`src/rtl/texture_stream_pkg.sv`:
```
// Shared types, constants and the beat-count helper used by the texture stream blocks.
package texture_stream_pkg;

    typedef enum logic [1:0] {IDLE, STREAM, DRAIN} state_e;

    localparam int TEXEL_WIDTH  = 16;
    localparam int MAX_TEX_LOG2 = 8;
    localparam int BEAT_CNT_W   = 2 * MAX_TEX_LOG2 + 1;

    // Size fields above MAX_TEX_LOG2 are clamped; tiny textures still emit one beat.
    function automatic logic [BEAT_CNT_W-1:0] calc_beats(input logic [3:0] w,
                                                         input logic [3:0] h,
                                                         input int         stream_width);
        int lw;
        int lh;
        int n;
        lw = (int'(w) > MAX_TEX_LOG2) ? MAX_TEX_LOG2 : int'(w);
        lh = (int'(h) > MAX_TEX_LOG2) ? MAX_TEX_LOG2 : int'(h);
        n  = ((1 << (lw + lh)) * TEXEL_WIDTH) / stream_width;
        if (n < 1) n = 1;
        return n[BEAT_CNT_W-1:0];
    endfunction

endpackage

```
`src/rtl/stream_sync_fifo.sv`:
```
// Synchronous FIFO with a registered head entry and an occupancy count.
module stream_sync_fifo #(
    parameter int DATA_W = 33,
    parameter int DEPTH  = 4
) (
    input  logic                       i_clk,
    input  logic                       i_rst,
    input  logic                       i_push,
    input  logic [DATA_W-1:0]          i_data,
    input  logic                       i_pop,
    output logic                       o_valid,
    output logic [DATA_W-1:0]          o_data,
    output logic [$clog2(DEPTH):0]     o_count
);

    localparam int PTR_W = $clog2(DEPTH);

    logic [DATA_W-1:0]  r_mem [DEPTH];
    logic [PTR_W-1:0]   r_wr_ptr;
    logic [PTR_W-1:0]   r_rd_ptr;
    logic [DATA_W-1:0]  r_head;
    logic               r_head_vld;
    logic [PTR_W:0]     r_count;

    logic w_pop;
    logic w_ring_empty;
    logic w_push_head;
    logic w_push_ring;
    logic w_refill;

    // Entries behind the head live in a ring that never holds more than DEPTH-1 items,
    // so equal pointers always mean empty.
    assign w_pop        = i_pop && r_head_vld;
    assign w_ring_empty = (r_wr_ptr == r_rd_ptr);
    assign w_push_head  = i_push && (!r_head_vld || (w_pop && w_ring_empty));
    assign w_push_ring  = i_push && !w_push_head;
    assign w_refill     = w_pop && !w_ring_empty;

    always_ff @(posedge i_clk) begin
        if (w_push_ring) r_mem[r_wr_ptr] <= i_data;
    end

    always_ff @(posedge i_clk) begin
        if (i_rst) begin
            r_wr_ptr   <= '0;
            r_rd_ptr   <= '0;
            r_head     <= '0;
            r_head_vld <= 1'b0;
            r_count    <= '0;
        end else begin
            if (w_push_ring) r_wr_ptr <= r_wr_ptr + 1'b1;
            if (w_push_head) begin
                r_head     <= i_data;
                r_head_vld <= 1'b1;
            end else if (w_refill) begin
                r_head   <= r_mem[r_rd_ptr];
                r_rd_ptr <= r_rd_ptr + 1'b1;
            end else if (w_pop) begin
                r_head_vld <= 1'b0;
            end
            case ({i_push, w_pop})
                2'b10:   r_count <= r_count + 1'b1;
                2'b01:   r_count <= r_count - 1'b1;
                default: r_count <= r_count;
            endcase
        end
    end

    assign o_valid = r_head_vld;
    assign o_data  = r_head;
    assign o_count = r_count;

endmodule

```
`src/rtl/texture_stream_tx.sv`:
```
// Streams a stored texture from word-addressed memory out as AXI-Stream beats.
// Optional TEXTURE_STREAM_TX_CHECKSUM_EN adds a 32-bit sum of all accepted beats.
module texture_stream_tx
    import texture_stream_pkg::*;
#(
    parameter int STREAM_WIDTH = 32,
    parameter int ADDR_WIDTH   = 17,
    parameter int FIFO_DEPTH   = 4
) (
    input  logic                     aclk,
    input  logic                     reset,
    input  logic                     start,
    input  logic [ADDR_WIDTH-1:0]    startAddr,
    input  logic [3:0]               textureSizeWidth,
    input  logic [3:0]               textureSizeHeight,
    output logic                     busy,
    output logic                     done,
    output logic                     m_mem_rd,
    output logic [ADDR_WIDTH-1:0]    m_mem_addr,
    input  logic [STREAM_WIDTH-1:0]  m_mem_rdata,
    output logic                     m_axis_tvalid,
    input  logic                     m_axis_tready,
    output logic                     m_axis_tlast,
    output logic [STREAM_WIDTH-1:0]  m_axis_tdata
`ifdef TEXTURE_STREAM_TX_CHECKSUM_EN
    ,output logic [31:0]             checksum
`endif
);

    localparam int CNT_W = $clog2(FIFO_DEPTH) + 1;

    state_e                  r_state;
    state_e                  w_state_nxt;
    logic [ADDR_WIDTH-1:0]   r_addr;
    logic [BEAT_CNT_W-1:0]   r_beats;
    logic [BEAT_CNT_W-1:0]   r_rd_idx;
    logic                    r_rd_p1;
    logic                    r_last_p1;
    logic                    r_done;

    logic                    w_fifo_vld;
    logic [STREAM_WIDTH:0]   w_fifo_data;
    logic [CNT_W-1:0]        w_fifo_count;
    logic                    w_accept;
    logic                    w_credit;
    logic                    w_rd;
    logic                    w_rd_last;
    logic                    w_hs;
    logic                    w_hs_last;

    assign w_accept  = (r_state == IDLE) && start;
    assign w_credit  = (w_fifo_count + {{(CNT_W-1){1'b0}}, r_rd_p1}) < CNT_W'(FIFO_DEPTH);
    assign w_rd      = (r_state == STREAM) && w_credit;
    assign w_rd_last = (r_rd_idx == r_beats - 1'b1);
    assign w_hs      = w_fifo_vld && m_axis_tready;
    assign w_hs_last = w_hs && w_fifo_data[STREAM_WIDTH];

    always_comb begin
        w_state_nxt = r_state;
        case (r_state)
            IDLE:    if (start)             w_state_nxt = STREAM;
            STREAM:  if (w_rd && w_rd_last) w_state_nxt = DRAIN;
            DRAIN:   if (w_hs_last)         w_state_nxt = IDLE;
            default:                        w_state_nxt = IDLE;
        endcase
    end

    always_ff @(posedge aclk) begin
        if (reset) r_state <= IDLE;
        else       r_state <= w_state_nxt;
    end

    // Stage p0: read issue; stage p1: memory data returns and is pushed.
    always_ff @(posedge aclk) begin
        if (reset) begin
            r_addr   <= '0;
            r_rd_idx <= '0;
            r_rd_p1  <= 1'b0;
            r_done   <= 1'b0;
        end else begin
            r_rd_p1 <= w_rd;
            r_done  <= (r_state == DRAIN) && w_hs_last;
            if (w_accept) begin
                r_addr   <= startAddr;
                r_rd_idx <= '0;
            end else if (w_rd) begin
                r_addr   <= r_addr + 1'b1;
                r_rd_idx <= r_rd_idx + 1'b1;
            end
        end
    end

    always_ff @(posedge aclk) begin
        if (w_accept) r_beats <= calc_beats(textureSizeWidth, textureSizeHeight, STREAM_WIDTH);
        r_last_p1 <= w_rd && w_rd_last;
    end

    stream_sync_fifo #(
        .DATA_W (STREAM_WIDTH + 1),
        .DEPTH  (FIFO_DEPTH)
    ) u_fifo (
        .i_clk   (aclk),
        .i_rst   (reset),
        .i_push  (r_rd_p1),
        .i_data  ({r_last_p1, m_mem_rdata}),
        .i_pop   (m_axis_tready),
        .o_valid (w_fifo_vld),
        .o_data  (w_fifo_data),
        .o_count (w_fifo_count)
    );

    assign busy          = (r_state != IDLE);
    assign done          = r_done;
    assign m_mem_rd      = w_rd;
    assign m_mem_addr    = r_addr;
    assign m_axis_tvalid = w_fifo_vld;
    assign m_axis_tlast  = w_fifo_data[STREAM_WIDTH];
    assign m_axis_tdata  = w_fifo_data[STREAM_WIDTH-1:0];

`ifdef TEXTURE_STREAM_TX_CHECKSUM_EN
    localparam int LANES = (STREAM_WIDTH + 31) / 32;

    logic [31:0] r_checksum;

    function automatic logic [31:0] fold_lanes(input logic [STREAM_WIDTH-1:0] d);
        logic [LANES*32-1:0] pad;
        logic [31:0]         s;
        pad = '0;
        pad[STREAM_WIDTH-1:0] = d;
        s = '0;
        for (int i = 0; i < LANES; i++) s = s + pad[i*32 +: 32];
        return s;
    endfunction

    always_ff @(posedge aclk) begin
        if (reset || w_accept) r_checksum <= '0;
        else if (w_hs)         r_checksum <= r_checksum + fold_lanes(m_axis_tdata);
    end

    assign checksum = r_checksum;
`endif

endmodule

```
`config.mk`:
```
export PLATFORM = sky130hd
export DESIGN_NAME = texture_stream_tx
export DESIGN_NICKNAME = d
export VERILOG_FILES = /design/src/rtl/texture_stream_pkg.sv /design/src/rtl/stream_sync_fifo.sv /design/src/rtl/texture_stream_tx.sv
export SDC_FILE = /design/constraint.sdc
export NUM_CORES = 1
export LEC_CHECK = 0
export CORE_AREA = 4 4 125 175
export DETAILED_ROUTE_END_ITERATION = 6
export DIE_AREA = 0 0 129 179
export DONT_BUFFER_PORTS = 1
export HOLD_SLACK_MARGIN = 0.08
export PLACE_DENSITY = 0.67
export SYNTH_ARGS = -nofsm -noshare
export SYNTH_HDL_FRONTEND = slang
export SYNTH_HIERARCHICAL = 1
export SYNTH_SLANG_ARGS = --single-unit
```
`constraint.sdc`:
```
create_clock -name aclk -period 2.32 [get_ports aclk]
set_clock_uncertainty 0.05 [all_clocks]
set_input_delay 0.232 -clock aclk [delete_from_list [all_inputs] [get_ports aclk]]
set_output_delay 0.232 -clock aclk [all_outputs]
set_load 0.005 [all_outputs]
```
# Word-level counts from Yosys, hierarchy flattened
# Memories as Yosys holds them, arrays and structs flattened. A register that Yosys moved wholly into a read port is not among the register bits.
# Index checks and enable logic that the tools add are counted.
word_totals:
  inputBits: 61
  mem_bits_rw: 132
  output_inout_bits: 54
  reg_bits: 97
  mem_count: 1
  elab_cells: 82
mem_list:
  columns: ["memory", "words", "word_bits", "read_ports", "rd_clocked_by_memory_dff", "wr", "line", "source"]
  rows:
  - ["u_fifo.r_mem", 4, 33, 1, 1, 1, "stream_sync_fifo.sv:18", "logic [DATA_W-1:0] r_mem [DEPTH];"]
op_classes:
  addsub: 10
  n_eq_ne: 10
  n_bitwise: 2
  shift: 1
  n_reduce_logical: 24
  magnitude_cmp: 4
  mux: 18
ops:
  columns: ["op", "n"]
  rows:
  - ["two-way mux 33 bit", 2]
  - ["adder 17 x 1 -> 17 bit (second input constant)", 2]
  - ["two-way mux 17 bit", 2]
  - ["adder 32 x 1 -> 32 bit", 1]
  - ["less-than comparator 32 x 2 -> 1 bit (second input constant)", 1]
  - ["left shift 1 x 5 -> 28 bit (first input constant)", 1]
  - ["equality test 17 bit", 1]
  - ["subtractor 17 x 1 -> 17 bit (second input constant)", 1]
  - ["logical AND 1 bit", 10]
  - ["two-way mux 2 bit", 5]
  - ["nonzero test 2 bit", 5]
  - ["> comparator 4 bit (second input constant)", 2]
  - ["two-way mux 4 bit", 2]
  - ["one-hot mux 2 bit (3 select lines)", 1]
  - ["one-hot mux 3 bit (2 select lines)", 1]
  - ["adder 4 x 4 -> 5 bit", 1]
  - ["two-way mux 1 bit", 5]
  - ["adder 2 x 1 -> 2 bit (second input constant)", 2]
  - ["equality test 2 x 1 -> 1 bit (second input constant)", 2]
  - ["equality test 2 bit (second input constant)", 2]
  - ["!= test 2 x 1 -> 1 bit (second input constant)", 2]
  - ["!= test 2 bit (second input constant)", 2]
  - ["AND reduction 2 bit", 2]
  - ["adder 3 x 1 -> 3 bit", 1]
  - ["11 further kinds", 13]

# Longest topological paths before layout
# Gate-level depths: netlist (run 1).
depth:
  word_depth: 8
  ltp_mapped: 14
  depth_no_buf: 14

# By module
# Netlist (run 1), hierarchy kept.
by_module_without_submodules:
  columns: ["mod", "seq_area_each_um2", "area_per_inst_um2", "cells_each", "instances"]
  rows:
  - ["stream_sync_fifo", 4824.6, 6732.7, 411, 1]
  - ["texture_stream_tx", 1291.2, 3269.4, 368, 1]

# Least setup slack after synthesis (run 1)
# Ideal clock, no wire load.
synth_path:
  path_type: "in2reg"
  startpoint: "in textureSizeWidth[0]"
  endpoint: "reg r_beats[0], data pin"
  required_time_ns: 2.000
  arrival_time_ns: 2.206
  n_path_buf: 0
  slack_ns: -0.206
  cell_stages: 13
  setup_ns: 0.270
  cell_sequence: "nor2b_1 -> ha_1 -> inv_1 -> fa_1 -> nor2b_1 -> o21ai_0 -> nor2b_1 -> nand2_1 -> nor4_1 -> ha_1 -> o31ai_1 -> a31oi_1 -> o41ai_1"
synth_between:
  elab_chain_len: 7
synth_rtl:
  columns: ["item", "line", "source"]
  rows:
  - ["start: declaration", "texture_stream_tx.sv:14", "input logic [3:0] textureSizeWidth,"]
  - ["> comparator 4 bit", "texture_stream_pkg.sv:17", "lw = (int'(w) > MAX_TEX_LOG2) ? MAX_TEX_LOG2 : int'(w);"]
  - ["two-way mux 4 bit (*)", "texture_stream_pkg.sv:17", null]
  - ["adder 4 x 4 -> 5 bit (*)", "texture_stream_pkg.sv:19", "n = ((1 << (lw + lh)) * TEXEL_WIDTH) / stream_width;"]
  - ["left shift 1 x 5 -> 28 bit (*)", "texture_stream_pkg.sv:19", null]
  - ["bitwise AND 1 bit (no source line)", null, null]
  - ["adder 32 x 1 -> 32 bit (no source line) (*)", null, null]
  - ["less-than comparator 32 x 2 -> 1 bit", "texture_stream_pkg.sv:20", "if (n < 1) n = 1;"]
  - ["end signal: assignment", "texture_stream_tx.sv:94", "if (w_accept) r_beats <= calc_beats(textureSizeWidth, textureSizeHeight, STREAM_WIDTH);"]
  - ["end: declaration", "texture_stream_tx.sv:35", "logic [BEAT_CNT_W-1:0] r_beats;"]
# Every way passes the cells marked *; elsewhere a longest branch is shown, timed or not.
# A chain may end at the register's enable or synchronous reset.

# Final worst setup path (run 1)
layout_path:
  startpoint: "reg r_beats[11]"
  endpoint: "reg r_state[0]"
layout_between:
  elab_chain_len: 5
layout_rtl:
  columns: ["item", "line", "source"]
  rows:
  - ["subtractor 17 x 1 -> 17 bit", "texture_stream_tx.sv:54", "assign w_rd_last = (r_rd_idx == r_beats - 1'b1);"]
  - ["equality test 17 bit", "texture_stream_tx.sv:54", null]
  - ["logical AND 1 bit", "texture_stream_tx.sv:62", "STREAM: if (w_rd && w_rd_last) w_state_nxt = DRAIN;"]
  - ["!= test 2 x 1 -> 1 bit (no source line)", null, null]
  - ["AND reduction 3 bit (no source line)", null, null]
  - ["end signal: assignment", "texture_stream_tx.sv:70", "else r_state <= w_state_nxt;"]
  - ["end: declaration", "texture_stream_tx.sv:32", "state_e r_state;"]
# No other way between the ends.

==> key figures, run 1 <==
Synth
  – Syn_nets: between 800 and 900
  – Synth cell types: between 60 and 70
  – Synth warn: 6
  – Simple-gate share of the synthesized area: 0.131
  – Syn Std Cell Area: between 10,000 and 15,000 um2
  – Mux cell area share after synthesis: 0.0816
  – Synth Register Bits: around 230
  – Post-synth top area share: 0.447
  – Synth area leader: edfxtp_1
  – Post-synthesis compound-gate area fraction: 0.0778
  – Most used flip-flop cell after synthesis: edfxtp_1
  – Mapped Cells: around 780
  – XOR/XNOR share of the synthesized area: 0.0480
  – Main area contributors after synthesis: edfxtp_1 (45%), dfxtp_1 (16%), mux4_2 (7.4%)
  – EDFF count, synth: 149
  – Largest family of logic cells by synthesized area: simple AND/OR/NAND/NOR gates
  – Adder-Cell Fraction of Synth Area: 0.0215
  – Post-synthesis async set-or-reset flop share: 0
  – Synth Area per Inst: about 13 um2
  – Seq/Total Area, Yosys: 0.611

Cells and area
  – Most frequent cells in the layout: edfxtp_1 (149), nand2_1 (88), nor2_1 (86)
  – Ant. Diodes: 0
  – Syn-to-layout area delta: 19.3%
  – Post-layout nets: roughly 940
  – Layout cell share with drive strength beyond 1: 0.166
  – Commonest non-fill, non-tap cell in the layout: edfxtp_1
  – Final core utilization: 0.587
  – Fillers: around 1,600

Floorplan
  – IO Pins: between 100 and 150
  – Core Area: 20,300 um2
  – Die area: 23,100 um2
  – FP Rows: 62
  – Die width: roughly 130 um
  – Die H: approximately 180 um
  – Initial core utilization: 0.492

Global routing
  – Initial antenna violation count: 0
  – Largest net degree at the start of global routing: between 60 and 70
  – Number of global-route vias before repair: a little under 7,000
  – Global-route wire length before repair: 34,400 um
  – Gr ovfl total: 0
  – GRT Util Overall: 0.186

STA
  – Slew @ Worst Pin: between 0.7 and 0.8 ns
  – Final slew viol count: 0
  – Worst Hold Slack: 0.117 ns
  – Final period util: 0.987
  – Setup violations, final: 0
  – Max_slew headroom: 0.512
  – Min Tclk post-route: roughly 2.3 ns
  – Fmax achieved: 0.437 GHz
  – RSZ-0062 raised after global routing: true
  – Final hold violations: 0

Power
  – Clock power frac: 0.417
  – Sequential power share: 0.512
  – Worst IR Drop VDD: 0.000445 V
  – Net Sw Frac: 0.218
  – Tot Pwr: 8.97 mW
  – Cell-internal power: ~7 mW
  – Power Density: between 700 and 800 nW/um2
  – Switching power: 1.96 mW
  – Leakage: between 3 and 4 nW
  – Logic gate share of total power: 0.071

Setup path
  – Critical path type: reg -> reg
  – CP endpoint kind: flop
  – Critical path required time: ~2.7 ns
  – Crit path DAT: about 2.6 ns
  – Critical Path Source Type: flop
  – CP max FO: 2

Clocking
  – Clock Sinks: around 230
  – Clock Latency Late Sink: 0.51 ns
  – Clk buf depth: 3
  – TritonCTS Buffers: 22
  – Worst-path clk slew: roughly 0.070 ns
  – CTS tree: yes
  – H-Tree Depth: 1
  – CTS Root Cell: clkbuf_16

Detailed routing
  – Detailed Route WL: around 22,000 um
  – Vias/cell: around 5.8
  – Via count: around 6,600
  – Post-route ant nets: 0
  – Drt pass-1 iters: 5
  – Iter 0 DRT Violations: 375
  – Routed WL per cell: roughly 19 um
  – DRC errors left: 0

Run status
  – Status: complete, no violations

Place
  – Number of port buffers: 0
  – Detailed placement HPWL: about 14,000 um
  – RD Place Congestion: 0.875

Hold path
  – Worst min-delay path class: in -> reg

Flow run
  – Max cap viols: 0
[layout make-up]
| class | count | area [um2] | share of cell area |
|---|---|---|---|
| clock inverter | 13 | 144 | 0.0121 |
| tap | 256 | 320 | 0.0269 |
| sequential | 231 | 6120 | 0.513 |
| inverter | 19 | 71.3 | 0.00598 |
| clock buffer | 27 | 621 | 0.0520 |
| multi-input combinational | 491 | 3640 | 0.306 |
| timing repair buffer | 100 | 1010 | 0.0843 |
[cell usage after synthesis, types with 3 or more instances]
library cell  instances
a211oi_1             13
a21oi_1               9
a311oi_1             36
a31oi_1               3
and2_1                4
and3_1                7
and4_1                4
buf_2                 6
buf_4                 5
buf_6                 6
clkbuf_1             20
dfxtp_1              82
edfxtp_1            149
ha_1                 14
inv_1                19
mux2i_1               5
mux4_2               33
nand2_1              89
nand3_1              15
nand3b_1              3
nand4_1               8
nor2_1               86
nor2b_1              14
nor3_1               17
nor4_1               10
o21ai_0              16
o31a_1                3
or3_1                10
xnor2_1              36
xor2_1               17
[worst max-delay path, stage by stage, from the launching register on]
cell	delay, ns
edfxtp_1	0.40
or4_4	0.55
or3_1	0.33
a2111o_1	0.38
a22oi_2	0.23
buf_4	0.16
a31oi_2	0.07
[state kept, by name, summed over array words and instances, names as in the netlist, 2 cells and up, named ones only]
register,count
r_beats,17
u_fifo/o_count,3
m_mem_addr,17
r_state,2
u_fifo/r_mem,132
u_fifo/r_rd_ptr,2
r_rd_idx,17
u_fifo/o_data,33
u_fifo/r_wr_ptr,2
[power groups by stage]
stage / Clock (mW) / Sequential [mW] / Combinational (mW)
6_report: 3.74 / 4.59 / 0.636
3_3_place_gp: 0 / 4.68 / 0.477
4_1_cts: 3.83 / 4.59 / 0.631
3_5_place_dp: 0 / 4.68 / 0.494
5_1_grt: 4.00 / 4.60 / 0.704
2_1_floorplan: 0 / 4.65 / 0.379
[kinds of logic after synthesis]
kind of cell / Yosys count
compound gates: 102
xor+xnor: 54
fa+ha+maj: 16
buf+inv: 57
flops: 231
mux: 40
other cells: 1
simple gates: 278
[final timing paths]
check	start	end	slack [ns]	depth (start not counted)
max	r_beats[11]	r_state[0]	0.03	6
min	m_axis_tready	u_fifo/o_valid	0.12	4
max reg2reg	r_beats[11]	r_state[0]	0.03	6
min reg2reg	r_state[1]	done	0.43	2
[repair_timing]
action,CTS,global route
pin swaps,1,2
cloned,0,0
buffers inserted,1,0
hold buffers,55,0
resized for setup,0,7
endpoints found under the setup margin,1,8
endpoints found under the hold margin,192,0
[stage by stage]
stage / area (um2) / std cells / setup WS (ns) / TNS (ns)
2_1_floorplan: 10000 / 779 / -0.0277 / -0.0277
3_3_place_gp: 10600 / 1041 / -0.0409 / -0.0409
3_5_place_dp: 10600 / 1041 / -0.126 / -0.162
4_1_cts: 11900 / 1137 / 0.0268 / 0
5_1_grt: 11900 / 1137 / -0.0363 / -0.0664
6_report: 11900 / 1137 / 0.0294 / 0
[per-layer routing]
| layer | up-vias | GRT usage | wire [um] |
|---|---|---|---|
| li1 | 3086 | - | - |
| met1 | 3276 | 0.211 | 8160 |
| met2 | 174 | 0.350 | 11900 |
| met3 | 50 | 0.0277 | 1010 |
| met4 | 0 | 0.0665 | 708 |
| met5 | - | 0 | 0 |
No activity file was read; power rests on OpenSTA's default activity.
==> inputs of run 2 (changes only) <==
- PLACE_DENSITY: 0.67 -> 0.76
- SKIP_CTS_REPAIR_TIMING: unset -> 1
==> run 2 against run 1 <==
Flip-flop and latch count unchanged. Critical path depth is 1 lower. Global-route usage shrank 1.2 points. Clock power is 5.9% lower. Combinational power up 2%. Critical endpoint is now r_last_p1. Largest power group unchanged. Worst hold slack improved by 0.0028 ns.
==> key figures, run 2 (synthesis results as in run 1) <==
Floorplan
  – Initial core utilization: 0.492 (unchanged)
  – Core Area: 20,300 um2 (unchanged)
  – Die width: 129 um (unchanged)
  – Die area: 23,100 um2 (unchanged)
  – IO Pins: 115 (unchanged)
  – FP Rows: 62 (unchanged)
  – Die H: 179 um (unchanged)

STA
  – Worst Hold Slack: 0.120 ns (was 0.117 ns)
  – Setup violations, final: 0 (unchanged)
  – Final period util: 0.966 (was 0.987)
  – Final TNS setup: 0 ns (unchanged)
  – Final slew viol count: 0 (unchanged)
  – Slew @ Worst Pin: 0.690 ns (was 0.731 ns)
  – Min Tclk post-route: 2.24 ns (was 2.29 ns)
  – Fmax achieved: 0.446 GHz (was 0.437 GHz)
  – Final hold violations: 0 (unchanged)
  – Max_slew headroom: 0.540 (was 0.512)

Clocking
  – CTS tree: yes (unchanged)
  – CTS Root Cell: clkbuf_16 (unchanged)
  – Worst-path clk slew: 0.07 ns (about the same)
  – H-Tree Depth: 1 (unchanged)
  – Clk buf depth: 3 (unchanged)
  – Clock Latency Late Sink: 0.51 ns (about the same)
  – TritonCTS Buffers: 23 (was 22)
  – Clock Sinks: 231 (unchanged)

Global routing
  – GRT met3 Usage: 0.0364 (was 0.0277)
  – Gr ovfl total: 0 (unchanged)
  – Met1 usage: 0.198 (was 0.211)
  – Global-route wire length before repair: 32,300 um (was 34,400 um)
  – GRT Util Overall: 0.174 (was 0.186)
  – Number of global-route vias before repair: 6,326 (was 6,793)
  – Largest net degree at the start of global routing: 61 (was 67)
  – Initial antenna violation count: 0 (unchanged)
  – Busiest layer in global routing: met2 (unchanged)
  – Global Route met2 Usage: 0.329 (was 0.350)

Setup path
  – Critical Path Source Type: flop (unchanged)
  – Worst path cell trace: nor4_4 > and3_4 > mux2_2 > or3b_2 > nor3_2 (was or4_4 > or3_1 > a2111o_1 > a22oi_2 > buf_4 > a31oi_2)
  – Slowest cell on the critical path: edfxtp_1 (was or4_4)
  – Crit path DAT: 2.62 ns (about the same)
  – CP max stage delay: 0.48 ns (was 0.55 ns)
  – Critical path type: reg -> reg (unchanged)
  – CP max FO: 4 (was 2)
  – CP endpoint kind: flop (unchanged)
  – Critical path required time: 2.70 ns (was 2.65 ns)

Cells and area
  – Ant. Diodes: 0 (unchanged)
  – Max reg flops: 132 (unchanged)
  – Post-layout nets: 944 (was 942)
  – Syn-to-layout area delta: 19.2% (was 19.3%)
  – Reg with most FFs: u_fifo/r_mem (unchanged)
  – Layout cell share with drive strength beyond 1: 0.163 (was 0.166)
  – Fillers: 1,527 (was 1,601)
  – Commonest non-fill, non-tap cell in the layout: edfxtp_1 (unchanged)
  – Most frequent cells in the layout: edfxtp_1 (149), nand2_1 (88), nor2_1 (86) (unchanged)
  – Post-route cell area: 11,900 um2 (about the same)

Place
  – Number of port buffers: 0 (unchanged)
  – RD Place Congestion: 0.833 (was 0.875)
  – Detailed placement HPWL: 13,800 um (was 14,000 um)
  – Placed Instance Area: 10,600 um2 (about the same)

Power
  – Power Density: 735 nW/um2 (was 752 nW/um2)
  – Worst IR Drop VDD: 0.000612 V (was 0.000445 V)
  – Leakage: 3.96 nW (was 3.97 nW)

Hold path
  – Worst min-delay path class: in -> reg (unchanged)

Run status
  – Status: complete, no violations (unchanged)

Detailed routing
  – Drt pass-1 iters: 5 (unchanged)
  – Routed WL per cell: 18.8 um (was 19.2 um)
  – Vias/cell: 5.81 (was 5.79)
  – DRC errors left: 0 (unchanged)
  – Post-route ant nets: 0 (unchanged)
  – Via count: 6,616 (was 6,586)
  – Detailed Route WL: 21,400 um (was 21,800 um)
  – Iter 0 DRT Violations: 398 (was 375)

Flow run
  – Max cap viols: 0 (unchanged)
## run 2: layout make-up
type	instances	area [um2]	share of cell area
Timing Repair Buffer	101	1030	0.0867
Tap cell	256	320	0.0269
Inverter	19	71.3	0.00598
Clock inverter	13	116	0.00976
Multi-Input combinational cell	491	3670	0.308
Sequential cell	231	6120	0.513
Clock buffer	28	594	0.0498
## run 2: worst paths after layout
path | start | endpoint | slack (ns) | cells after the start
max | r_beats[7] | r_last_p1 | 0.08 | 5
min | m_axis_tready | u_fifo/o_valid | 0.12 | 4
max reg2reg | r_beats[7] | r_last_p1 | 0.08 | 5
min reg2reg | u_fifo/o_data[22] | u_fifo/o_data[22] | 0.45 | 2
## run 2: through the flow
stage           util  std cells  total power [mW]  setup WS (ns)
5_1_grt        0.587       1139              9.13        -0.0110
3_5_place_dp   0.522       1042              5.18         -0.173
6_report       0.587       1139              8.77         0.0793
3_3_place_gp   0.522       1042              5.16        -0.0717
2_1_floorplan      -        779              5.03        -0.0277
4_1_cts        0.557       1083              8.71        -0.0472
## run 2: per-layer routing
metal / vias to the layer above / wire, um
li1: 3095 / -
met1: 3258 / 7980
met2: 218 / 11800
met3: 45 / 1180
met4: 0 / 486
met5: - / 0
## run 2: critical path: cells and delay by family, from the launching register on
kind	cells	cell delay, ns
muxes	1	0.35
and+or+nand+nor	4	1.28
DFF	1	0.48
## run 2: power breakdown
part	leakage, nW	switching [mW]	internal (mW)
Combinational	1.58	0.353	0.296
Clock	0.350	1.47	2.04
Sequential	2.03	0.112	4.48
==> inputs of run 3 (changes only) <==
- REMOVE_ABC_BUFFERS: unset -> 1
==> run 3 against run 2 <==
Critical endpoint is now m_mem_addr[16]. Sequential share of layout area grew 0.34 points. Non-clock buffer count shrank 3. Combinational power shrank 2%. Die area is the same. Largest cell class unchanged. Cell count shrank 0.35%.
==> key figures, run 3 (synthesis results as in run 1) <==
Run status
  – Status: complete, no violations (unchanged)

STA
  – Final slew viol count: 0 (unchanged)
  – Min Tclk post-route: 2.23 ns (was 2.24 ns)
  – Setup violations, final: 0 (unchanged)
  – Slew @ Worst Pin: 0.747 ns (was 0.690 ns)
  – Final period util: 0.959 (was 0.966)
  – Max_slew headroom: 0.496 (was 0.540)
  – Final TNS setup: 0 ns (unchanged)
  – Final hold violations: 0 (unchanged)
  – Fmax achieved: 0.449 GHz (was 0.446 GHz)

Global routing
  – Global-route wire length before repair: 32,000 um (was 32,300 um)
  – GRT Util Overall: 0.174 (about the same)
  – GRT met3 Usage: 0.0346 (was 0.0364)
  – Gr ovfl total: 0 (unchanged)
  – Busiest layer in global routing: met2 (unchanged)
  – Number of global-route vias before repair: 6,284 (was 6,326)
  – Initial antenna violation count: 0 (unchanged)
  – Largest net degree at the start of global routing: 61 (unchanged)
  – Met1 usage: 0.200 (was 0.198)
  – Global Route met2 Usage: 0.323 (was 0.329)

Cells and area
  – Reg with most FFs: u_fifo/r_mem (unchanged)
  – Area of the multi-input gates: 3630 um2 (was 3670 um2)
  – Ant. Diodes: 0 (unchanged)
  – Fillers: 1,568 (was 1,527)
  – Post-route insts no fill: 1,135 (was 1,139)
  – Max reg flops: 132 (unchanged)
  – Most frequent cells in the layout: edfxtp_1 (149), nand2_1 (89), nor2_1 (86) (was edfxtp_1 (149), nand2_1 (88), nor2_1 (86))
  – Post-layout nets: 940 (was 944)
  – Reg area: 6120 um2 (about the same)
  – Syn-to-layout area delta: 18.4% (was 19.2%)
  – Commonest non-fill, non-tap cell in the layout: edfxtp_1 (unchanged)
  – Layout cell share with drive strength beyond 1: 0.154 (was 0.163)

Setup path
  – CP max stage delay: 0.43 ns (was 0.48 ns)
  – CP endpoint kind: flop (unchanged)
  – Reg2reg setup slack: 0.09 ns (was 0.08 ns)
  – CP max FO: 4 (unchanged)
  – Slowest cell on the critical path: nor4_1 (was edfxtp_1)
  – Worst path cell trace: nand4_1 > nor4_1 > buf_4 > nand4_1 > nor4_1 > xnor2_1 > a211oi_1 (was nor4_4 > and3_4 > mux2_2 > or3b_2 > nor3_2)
  – Critical path type: reg -> reg (unchanged)
  – Crit path DAT: 2.58 ns (was 2.62 ns)
  – Critical path required time: 2.67 ns (was 2.70 ns)
  – Critical Path Source Type: flop (unchanged)

Floorplan
  – Die H: 179 um (unchanged)
  – Die width: 129 um (unchanged)
  – FP Rows: 62 (unchanged)
  – Die area: 23,100 um2 (unchanged)
  – IO Pins: 115 (unchanged)
  – Initial core utilization: 0.492 (unchanged)
  – Core Area: 20,300 um2 (unchanged)

Place
  – Placed insts: 1,042 (unchanged)
  – Detailed placement HPWL: 14,000 um (was 13,800 um)
  – Number of port buffers: 0 (unchanged)
  – RD Place Congestion: 0.887 (was 0.833)

Power
  – Power Density: 731 nW/um2 (was 735 nW/um2)
  – Worst IR Drop VDD: 0.000422 V (was 0.000612 V)
  – Leakage: 3.92 nW (was 3.96 nW)

Flow run
  – Max cap viols: 0 (unchanged)

Clocking
  – Worst-path clk slew: 0.07 ns (about the same)
  – Clk buf depth: 3 (unchanged)
  – Clock Latency Late Sink: 0.49 ns (was 0.51 ns)
  – TritonCTS Buffers: 22 (was 23)
  – CTS Root Cell: clkbuf_16 (unchanged)
  – Clock Sinks: 231 (unchanged)
  – CTS tree: yes (unchanged)
  – H-Tree Depth: 1 (unchanged)

Detailed routing
  – Via count: 6,552 (was 6,616)
  – Post-route ant nets: 0 (unchanged)
  – Drt pass-1 iters: 5 (unchanged)
  – Iter 0 DRT Violations: 404 (was 398)
  – DRC errors left: 0 (unchanged)
  – Vias/cell: 5.77 (was 5.81)
  – Detailed Route WL: 21,400 um (about the same)
  – Routed WL per cell: 18.8 um (about the same)

Hold path
  – Worst min-delay path class: in -> reg (unchanged)
-- run 3: changes by cell type in the layout (fill, tap and decap cells not counted), moves of 2 or more --
cell,before,now
buf_4,38,36
bufinv_16,2,0
clkbuf_8,0,5
clkinv_1,5,3
-- run 3: final timing paths --
check	from	end	depth (start not counted)
setup / recovery	m_mem_addr[5]	m_mem_addr[16]	7
hold / removal	start	m_mem_addr[1]	2
setup reg to reg	m_mem_addr[5]	m_mem_addr[16]	7
hold reg to reg	u_fifo/o_data[22]	u_fifo/o_data[22]	2
-- run 3: layout make-up --
class	instances	area share
repair buffers	98	0.0843
multi-input cells	491	0.306
inverters	19	0.00602
flip-flops and latches	231	0.516
clock inverters	8	0.00423
well taps	256	0.0270
clock buffers	32	0.0557
-- run 3: critical path: cells and delay by family (launching register included) --
kind | cells | cell delay [ns]
buffers and inverters | 1 | 0.18
DFF | 1 | 0.41
AOI/OAI and AO/OA | 1 | 0.26
and+or+nand+nor | 4 | 1.07
xor gates and xnor gates | 1 | 0.16
-- run 3: metal layers --
metal  vias up  routed length (um)
met2       188               11300
met3        35                1410
li1       3079                   -
met1      3250                8260
met4         0                 419
met5         -                   0
-- run 3: metrics by stage --
step           power (mW)  cell area, um2  hold WS (ns)  setup WS, ns  utilization
4_1_cts              8.59           11300        -0.251        0.0281        0.555
6_report             8.66           11800         0.164        0.0946        0.583
5_1_grt              9.00           11800         0.183        -0.168        0.583
3_5_place_dp         5.17           10600         0.260        -0.184        0.520
3_3_place_gp         5.16           10600         0.259        -0.141        0.520
2_1_floorplan        4.99            9790         0.251        -0.206            -
-- run 3: where the power goes --
group / total (mW) / switching (mW) / internal [mW]
clock network: 3.43 / 1.45 / 1.98
logic: 0.633 / 0.345 / 0.287
registers: 4.59 / 0.106 / 4.48
total: 8.66 / 1.90 / 6.75
